**src/rtl/lab3_pkg.sv**
```systemverilog
// Shared types, constants and the golden gate function for the lab3 exerciser.
package lab3_pkg;

    typedef enum logic [1:0] {
        IDLE,
        SETTLE,
        CHECK,
        DONE
    } state_t;

    localparam int unsigned NUM_VECTORS = 8;

    // Reference behaviour of the lab3 gate: y = a&b | c.
    function automatic logic lab3_expected(input logic a, input logic b, input logic c);
        return (a & b) | c;
    endfunction

endpackage

```
**src/rtl/lab3_exerciser_settle_timer.sv**
```systemverilog
// Settle-time counter: clears on request, counts while enabled and flags the
// last settle cycle so the sequencer can move to sampling.
module settle_timer #(
    parameter int unsigned SETTLE_CYCLES = 4
) (
    input  logic clk,
    input  logic rst,
    input  logic clear,
    input  logic en,
    output logic tc
);

    logic [7:0] count;

    // Settle counter: clear has priority over counting.
    always_ff @(posedge clk or posedge rst) begin
        if (rst) begin
            count <= '0;
        end else if (clear) begin
            count <= '0;
        end else if (en) begin
            count <= count + 8'd1;
        end
    end

    assign tc = (count == 8'(SETTLE_CYCLES - 1));

endmodule

```
**src/rtl/lab3_exerciser.sv**
```systemverilog
// Self-test driver/checker for the lab3 gate: sweeps all 8 input vectors,
// lets each settle, samples y and records a per-vector fail map.
module lab3_exerciser
    import lab3_pkg::*;
#(
    parameter int unsigned SETTLE_CYCLES = 4
) (
    input  logic       clk,
    input  logic       rst,
    input  logic       start,
    output logic       a_o,
    output logic       b_o,
    output logic       c_o,
    input  logic       y_i,
    output logic       busy,
    output logic       done,
    output logic       pass,
    output logic [3:0] err_count,
    output logic [7:0] fail_vec
);

    state_t     state;
    logic [2:0] idx;
    logic       tmr_clear;
    logic       tmr_en;
    logic       tmr_tc;
    logic       exp_y;
    logic       mismatch;
    logic [3:0] err_next;

    // Counter restarts on a new sweep and whenever the next vector is applied.
    assign tmr_clear = ((state == IDLE) && start) ||
                       ((state == CHECK) && (idx != 3'(NUM_VECTORS - 1)));
    assign tmr_en    = (state == SETTLE);

    settle_timer #(
        .SETTLE_CYCLES(SETTLE_CYCLES)
    ) u_timer (
        .clk   (clk),
        .rst   (rst),
        .clear (tmr_clear),
        .en    (tmr_en),
        .tc    (tmr_tc)
    );

    // Only meaningful in CHECK; never drives an output combinationally.
    assign exp_y    = lab3_expected(a_o, b_o, c_o);
    assign mismatch = (y_i != exp_y);
    // At most one increment per vector, so 8 is the ceiling without clamping.
    assign err_next = err_count + {3'b000, mismatch};

    // Sweep sequencer with all outputs registered.
    always_ff @(posedge clk or posedge rst) begin
        if (rst) begin
            state     <= IDLE;
            idx       <= '0;
            a_o       <= 1'b0;
            b_o       <= 1'b0;
            c_o       <= 1'b0;
            busy      <= 1'b0;
            done      <= 1'b0;
            pass      <= 1'b0;
            err_count <= '0;
            fail_vec  <= '0;
        end else begin
            done <= 1'b0;
            case (state)
                IDLE: begin
                    if (start) begin
                        idx             <= '0;
                        {a_o, b_o, c_o} <= 3'b000;
                        err_count       <= '0;
                        fail_vec        <= '0;
                        pass            <= 1'b0;
                        busy            <= 1'b1;
                        state           <= SETTLE;
                    end
                end
                SETTLE: begin
                    if (tmr_tc) begin
                        state <= CHECK;
                    end
                end
                CHECK: begin
                    if (mismatch) begin
                        fail_vec[idx] <= 1'b1;
                    end
                    err_count <= err_next;
                    if (idx == 3'(NUM_VECTORS - 1)) begin
                        // pass is settled together with done so it is valid during the pulse.
                        busy  <= 1'b0;
                        done  <= 1'b1;
                        pass  <= (err_next == 4'd0);
                        state <= DONE;
                    end else begin
                        idx             <= idx + 3'd1;
                        {a_o, b_o, c_o} <= idx + 3'd1;
                        state           <= SETTLE;
                    end
                end
                DONE: begin
                    state <= IDLE;
                end
                default: begin
                    state <= IDLE;
                end
            endcase
        end
    end

endmodule

```
**config.mk**
```make
export PLATFORM = sky130hd
export DESIGN_NAME = lab3_exerciser
export DESIGN_NICKNAME = d
export VERILOG_FILES = /design/src/rtl/lab3_pkg.sv /design/src/rtl/lab3_exerciser_settle_timer.sv /design/src/rtl/lab3_exerciser.sv
export SDC_FILE = /design/constraint.sdc
export NUM_CORES = 1
export LEC_CHECK = 0
export ABC_AREA = 1
export CAP_MARGIN = 30
export CORE_MARGIN = 1.5
export CORE_UTILIZATION = 50
export DETAILED_ROUTE_END_ITERATION = 12
export PLACE_DENSITY = 0.83
export RECOVER_POWER = 50
export SLEW_MARGIN = 10
export SYNTH_ARGS = -nofsm -noshare
export SYNTH_HDL_FRONTEND = slang
export SYNTH_SLANG_ARGS = --single-unit
```
**constraint.sdc**
```tcl
create_clock -name clk -period 2.1 [get_ports clk]
set_input_delay 0.21 -clock clk [delete_from_list [all_inputs] [get_ports clk]]
set_output_delay 0.21 -clock clk [all_outputs]
set_load 0.03 [all_outputs]
```
==> metrics, run 1 <==
drt first pass iters 4; commonest cells after routing, fill and taps aside nand2_1, dfrtp_1, inv_1; Leak Pwr between 0.8 and 0.9 nW; post-synthesis adder-cell area fraction approximately 4.3%; Pwr Total just under 800 uW; Cell Area, Synth ~0.0015 sq mm; Total GRT Usage 18.9%; routed wire length approximately 2700 um; Compound-Gate Fraction of Synth Area 6.47%; Finished Layout Cells 240; routability cong. around 0.77; Remaining DRCs 0; DP HPWL between 2000 and 2500 um; min cycle time layout between 1.5 and 2 ns; Cells after DPL about 240; die height 57.2 um; Top delay family on crit path simple AND/OR/NAND/NOR gates; sequential-to-total area share from yosys stat 47.7%; DIE WIDTH between 50 and 60 um; CTS Root Cell clkbuf_4; Critical path buffers and inverters 1; Critical Path Slowest Stage Cell dfrtp_1; CP endpoint kind flop; post-synthesis mux area share less than 1%; I/O Buffers 21; CP Cell Sequence nand2_1 -> nand2_1 -> nand2_1 -> nand2_1 -> ha_1 -> ha_1 -> inv_1 -> nand2_1 -> a21oi_1 -> nand3b_1 -> nand2_1; cell mode on critical path nand2_1; crit path launch type flop; mean routed wirelength per cell roughly 11 um; fraction of layout cells with a size suffix above 1 roughly 7.7%; Fmax approximately 580 MHz; Synth Area in XOR/XNOR ~1.2%; Rel. slew slack 2.90%; Max Slew Vio Count 0; first-pass GRT wire length approximately 4800 um; I/O Pins 22; vias approximately 1.2k; Setup-failing EPs final 0; Hold WC Path Type reg -> reg; H-tree depth 1; RSZ-0062 raised after global routing no; cell count after synthesis about 190; Worst Tran Pin Value around 1.5 ns; vias per inst 5.05; largest family of logic cells by synthesized area simple AND/OR/NAND/NOR gates; Critical Path RT 2.37 ns; kind of critical path reg -> reg; n_diodes 0; Synth Register Bits 28; Cell variety after synth 24; Post-Synth Simple-Gate Area about a third; Antenna Nets Post-Route 0; Clk Latency, worst-skew pair a little over 0.3 ns; commonest non-fill, non-tap cell in the layout nand2_1; Row Count 19; Worst path max stage delay approximately 0.47 ns; largest net degree at the start of global routing 29; Num CTS Buffers 3; Starting Density between 50% and 60%; peak supply drop 0.379 mV; run status complete, no violations; clk sinks 28; syn_nets roughly 190; area grow syn2layout 17.3%; Core Area about 0.0028 sq mm; Final Hold Fails 0; clk_skew between 0.0015 and 0.002 ns; Die Area about 0.0033 sq mm; Remaining Overflow, GRT 0; 1st-iter DRT viols 29; cell area power density around 450 mW/mm^2; antenna violations before repair 0; Hold Buf Count CTS 0; CTS tree yes; number of global-route vias before repair 1179; postcts setup bufs 0; Yosys warning count 0; crit path DAT a little under 2 ns; Max-cap violations 0; fin nets 220; Crit Path Max Fanout 6; period utilization 81.7%; final setup TNS 0 ns; clk buf depth 2; Reg clk slew, reported paths around 0.14 ns; Resize count post-CTS 0; hold slack 0.499 ns; post-synthesis average cell area between 7 and 8 sq um
-- flip-flops by register name, indices dropped and copies added, names as in the netlist --
register / flops
state: 2
u_timer.count: 8
a_o: 1
b_o: 1
c_o: 1
done: 1
busy: 1
fail_vec: 8
pass: 1
err_count: 4
-- cell type report --
| class | instances | area, sq um |
|---|---|---|
| inverters | 28 | 105 |
| repair buffers | 22 | 214 |
| flip-flops and latches | 28 | 701 |
| fillers | 244 | 1060 |
| clock buffers | 3 | 22.5 |
| well taps | 31 | 38.8 |
| multi-input cells | 128 | 643 |
-- metal layers --
metal  vias up  part of all wire, %  GRT usage [%]
li1        639                    -              -
met1       544                   48           23.7
met2        27                   48           33.8
met3         2                  3.8           2.49
met4         0                 0.92           5.98
met5         -                    0              0
-- Yosys cell counts (all sizes together) --
cell type,count,share of area (%)
nand2,54,15
o21ai,8,2.7
dfrtp,28,48
xor2,1,0.60
nand3b,1,0.51
nand4,4,1.7
xnor2,1,0.60
mux2i,1,0.68
buf,1,0.34
inv,28,7.1
nor3b,1,0.85
nor3,5,2.8
a21oi,11,3.7
nand3,16,5.8
nor2,20,6.0
ha,5,4.3
-- logic make-up after synthesis --
| family | after synthesis |
|---|---|
| AND/OR/NAND/NOR | 101 |
| buffers and inverters | 29 |
| flip-flops | 28 |
| AO/OA/AOI/OAI | 19 |
| adder cells (fa/ha/maj) | 5 |
| XOR/XNOR | 2 |
| multiplexers | 1 |
-- where the power goes --
group	switching (mW)	total (mW)	internal, mW	leakage, nW
combinational	0.0157	0.0228	0.00704	0.499
sequential	0	0.539	0.539	0.345
clock	0.147	0.214	0.0670	0.0138
total	0.163	0.776	0.613	0.857
-- stage by stage --
step / setup WS [ns] / cell area (sq um) / util [%]
5_1_grt: 0.239 / 1720 / 62.0
4_1_cts: 0.376 / 1740 / 62.7
3_3_place_gp: 0.250 / 1720 / 61.9
2_1_floorplan: 0.393 / 1470 / -
3_5_place_dp: 0.192 / 1720 / 61.9
6_report: 0.384 / 1720 / 62.0
-- worst reg2reg max path, stage by stage (launching register included) --
cell,delay [ns]
dfrtp_1,0.47
nand2_1,0.14
nand2_1,0.06
nand2_1,0.09
nand2_1,0.06
ha_1,0.19
ha_1,0.27
inv_1,0.07
nand2_1,0.06
a21oi_1,0.11
nand3b_1,0.09
nand2_1,0.06
-- final timing paths --
| check | from | endpoint | slack (ns) | cells after the start |
|---|---|---|---|---|
| worst max-delay path | b_o$_DFFE_PP0P_ | pass$_DFFE_PP0P_ | 0.38 | 11 |
| worst min-delay path | busy$_DFFE_PP0P_ | busy$_DFFE_PP0P_ | 0.50 | 2 |
| worst max register to register | b_o$_DFFE_PP0P_ | pass$_DFFE_PP0P_ | 0.38 | 11 |
| worst min register to register | busy$_DFFE_PP0P_ | busy$_DFFE_PP0P_ | 0.50 | 2 |
| max in group asynchronous | rst | fail_vec[5]$_DFFE_PP0P_ | 0.56 | 3 |
| min in group asynchronous | rst | err_count[1]$_DFFE_PP0P_ | 0.71 | 3 |
No activity file was read; power rests on OpenSTA's default activity.
==> run 2, diff against run 1 <==
--- a/config.mk
+++ b/config.mk
@@ -8,7 +8,7 @@
 export ABC_AREA = 1
 export CAP_MARGIN = 30
 export CORE_MARGIN = 1.5
-export CORE_UTILIZATION = 50
+export CORE_UTILIZATION = 48
 export DETAILED_ROUTE_END_ITERATION = 12
 export PLACE_DENSITY = 0.83
 export RECOVER_POWER = 50
==> constraint.sdc (replaced) <==
create_clock -name clk -period 1.55 [get_ports clk]
set_input_delay 0.155 -clock clk [delete_from_list [all_inputs] [get_ports clk]]
set_output_delay 0.155 -clock clk [all_outputs]
set_load 0.03 [all_outputs]
==> metrics, run 2 (same netlist as run 1, synthesis figures left out) <==
Hold Buf Count CTS 0 (unchanged); Row Count 19 (unchanged); period utilization 100% (+18 points); commonest cells after routing, fill and taps aside nand2_1, dfrtp_1, inv_1; largest net degree at the start of global routing 29 (unchanged); Rel. slew slack 54.2% (+51 points); fin nets 237 (+7.7%); number of global-route vias before repair 1304 (+11%); fraction of layout cells with a size suffix above 1 23.3% (+16 points); cell area power density 565 mW/mm^2 (+25%); area grow syn2layout 30.6%; Seq pwr share 67.4% (-2.1 points); Register Area 704 sq um (+0.54%); pre-CTS setup slack -0.152 ns (-0.344 ns); R2R Path Start b_o$_DFFE_PP0P_; met1 WL 1290 um (-0.77%); die height 58.3 um (+1.9%); Num CTS Buffers 3 (unchanged); multi-input logic area 721 sq um (+12%); instance area at placement 0.00184 sq mm (+6.6%); Max-cap violations 0 (unchanged); r2r setup slk 0.0007 ns (-0.38 ns); Hold WC Path Type in -> async; min cycle time layout 1.55 ns (-0.166 ns); kind of critical path reg -> reg; Setup-failing EPs final 0 (unchanged); first-pass GRT wire length 5350 um (+11%); peak supply drop 0.468 mV (+23%); met3 wire len 99 um (-5.7%); 1st-iter DRT viols 25 (-14%); Net Sw Frac 21.5% (+0.53 points); Crit Path Max Fanout 3 (-3); Final Hold Fails 0 (unchanged); crit path launch type flop; vias 1316 (+8.6%); Antenna Nets Post-Route 0 (unchanged); RSZ-0062 raised after global routing yes; routed wire length 3030 um (+11%); Worst Reg2Reg Path Length in Cells 10 (-1); crit path DAT 1.83 ns (-0.15 ns); antenna violations before repair 0 (unchanged); largest registers fail_vec x8, u_timer.count x8, err_count x4; Worst Tran Pin Value 0.687 ns (-0.769 ns); Die Area 0.00340 sq mm (+3.9%); Top Metal Used met4; routed wl met2 1540 um (+19%); clk_skew 0.00543 ns (+0.00371 ns); H-tree depth 1 (unchanged); Final Util 67.9% (+5.9 points); DIE WIDTH 58.3 um (+1.9%); fill count 233 (-4.5%); CTS tree yes; Fmax 645 MHz (+11%); CP endpoint kind flop; drt first pass iters 4 (unchanged); Total GRT Usage 20.9% (+2.0 points); clock share of power 28.4% (+0.8 points); Reg clk slew, reported paths 0.14 ns (about the same); DP HPWL 2230 um (+7.6%); Leak Pwr 1.02 nW (+19%); vias per inst 5.10 (+1.0%); Clk Latency, worst-skew pair 0.33 ns (+0.02 ns); Remaining Overflow, GRT 0 (unchanged); I/O Pins 22 (unchanged); Core Area 0.00283 sq mm (+1.7%); clk sinks 28 (unchanged); final setup margin 0.000730 ns (-0.384 ns); I/O Buffers 21 (unchanged); Critical Path RT 1.83 ns (-0.54 ns); routability cong. 0.795 (+4.0%); n_diodes 0 (unchanged); Comb power frac 4.2% (+1.3 points); Finished Layout Cells 258 (+7.5%); Psw 233 uW (+43%); Cells after DPL 248 (+4.6%); Starting Density 52.0% (-0.89 points); Max Slew Vio Count 0 (unchanged); CTS Root Cell clkbuf_4; crit path from b_o$_DFFE_PP0P_; run status complete, no violations; Remaining DRCs 0 (unchanged); Pint 851 uW (+39%); capture point of the worst reg-to-reg path pass$_DFFE_PP0P_; commonest non-fill, non-tap cell in the layout nand2_1; clk buf depth 2 (unchanged); mean routed wirelength per cell 11.7 um (+3.1%); cell area after layout 0.00192 sq mm (+11%)
run 2: layout make-up:
cell class	instances	share of cell area (%)
sequential	28	36.7
inverter	28	5.86
clock buffer	4	1.37
multi-input combinational	128	37.5
timing repair buffer	39	16.5
tap	31	2.02
run 2: metrics by stage:
stage	hold WS (ns)	TNS (ns)	power (mW)
after floorplan	0.220	-0.0204	0.761
after global placement	0.459	-0.105	0.783
after detailed placement	0.463	-0.225	0.784
after CTS	0.175	-0.0198	1.09
after global routing	0.487	-0.266	1.13
final	0.420	0	1.08
run 2: worst max-delay path by stage:
stage	to	slack, ns	cells past startpoint
finish	pass$_DFFE_PP0P_	0.0007	10
global route	pass$_DFFE_PP0P_	-0.10	10
CTS	pass$_DFFE_PP0P_	-0.02	10
detailed placement	pass$_DFFE_PP0P_	-0.15	10
global placement	pass$_DFFE_PP0P_	-0.10	11
floorplan	pass$_DFFE_PP0P_	-0.02	11
run 2: metal layers:
metal | vias to the layer above | global-route usage (%)
li1 | 673 | -
met1 | 611 | 23.4
met2 | 23 | 35.5
met3 | 9 | 5.27
met4 | 0 | 13.0
met5 | - | 0
run 2: timing repair:
item                                    CTS  global route
resized for setup                        10            19
pin swaps                                 6             3
setup buffers                             6             0
endpoints found under the setup margin   11            18
run 2: critical path, cell delays in order (launching register included):
cell and delay [ns]:
dfrtp_2 0.46, nand2_4 0.09, nand2_2 0.05, nand2_2 0.08, nand2_2 0.07, ha_4 0.17, ha_4 0.17, xnor2_4 0.14
nand2_1 0.06, nand3b_1 0.15, nand2_1 0.06
run 2: power by group through the flow:
stage          clock [mW]  combinational (mW)  sequential (mW)
2_1_floorplan           0              0.0170            0.744
3_3_place_gp            0              0.0390            0.744
3_5_place_dp            0              0.0395            0.744
4_1_cts             0.313              0.0450            0.731
5_1_grt             0.347              0.0516            0.731
6_report            0.308              0.0461            0.731
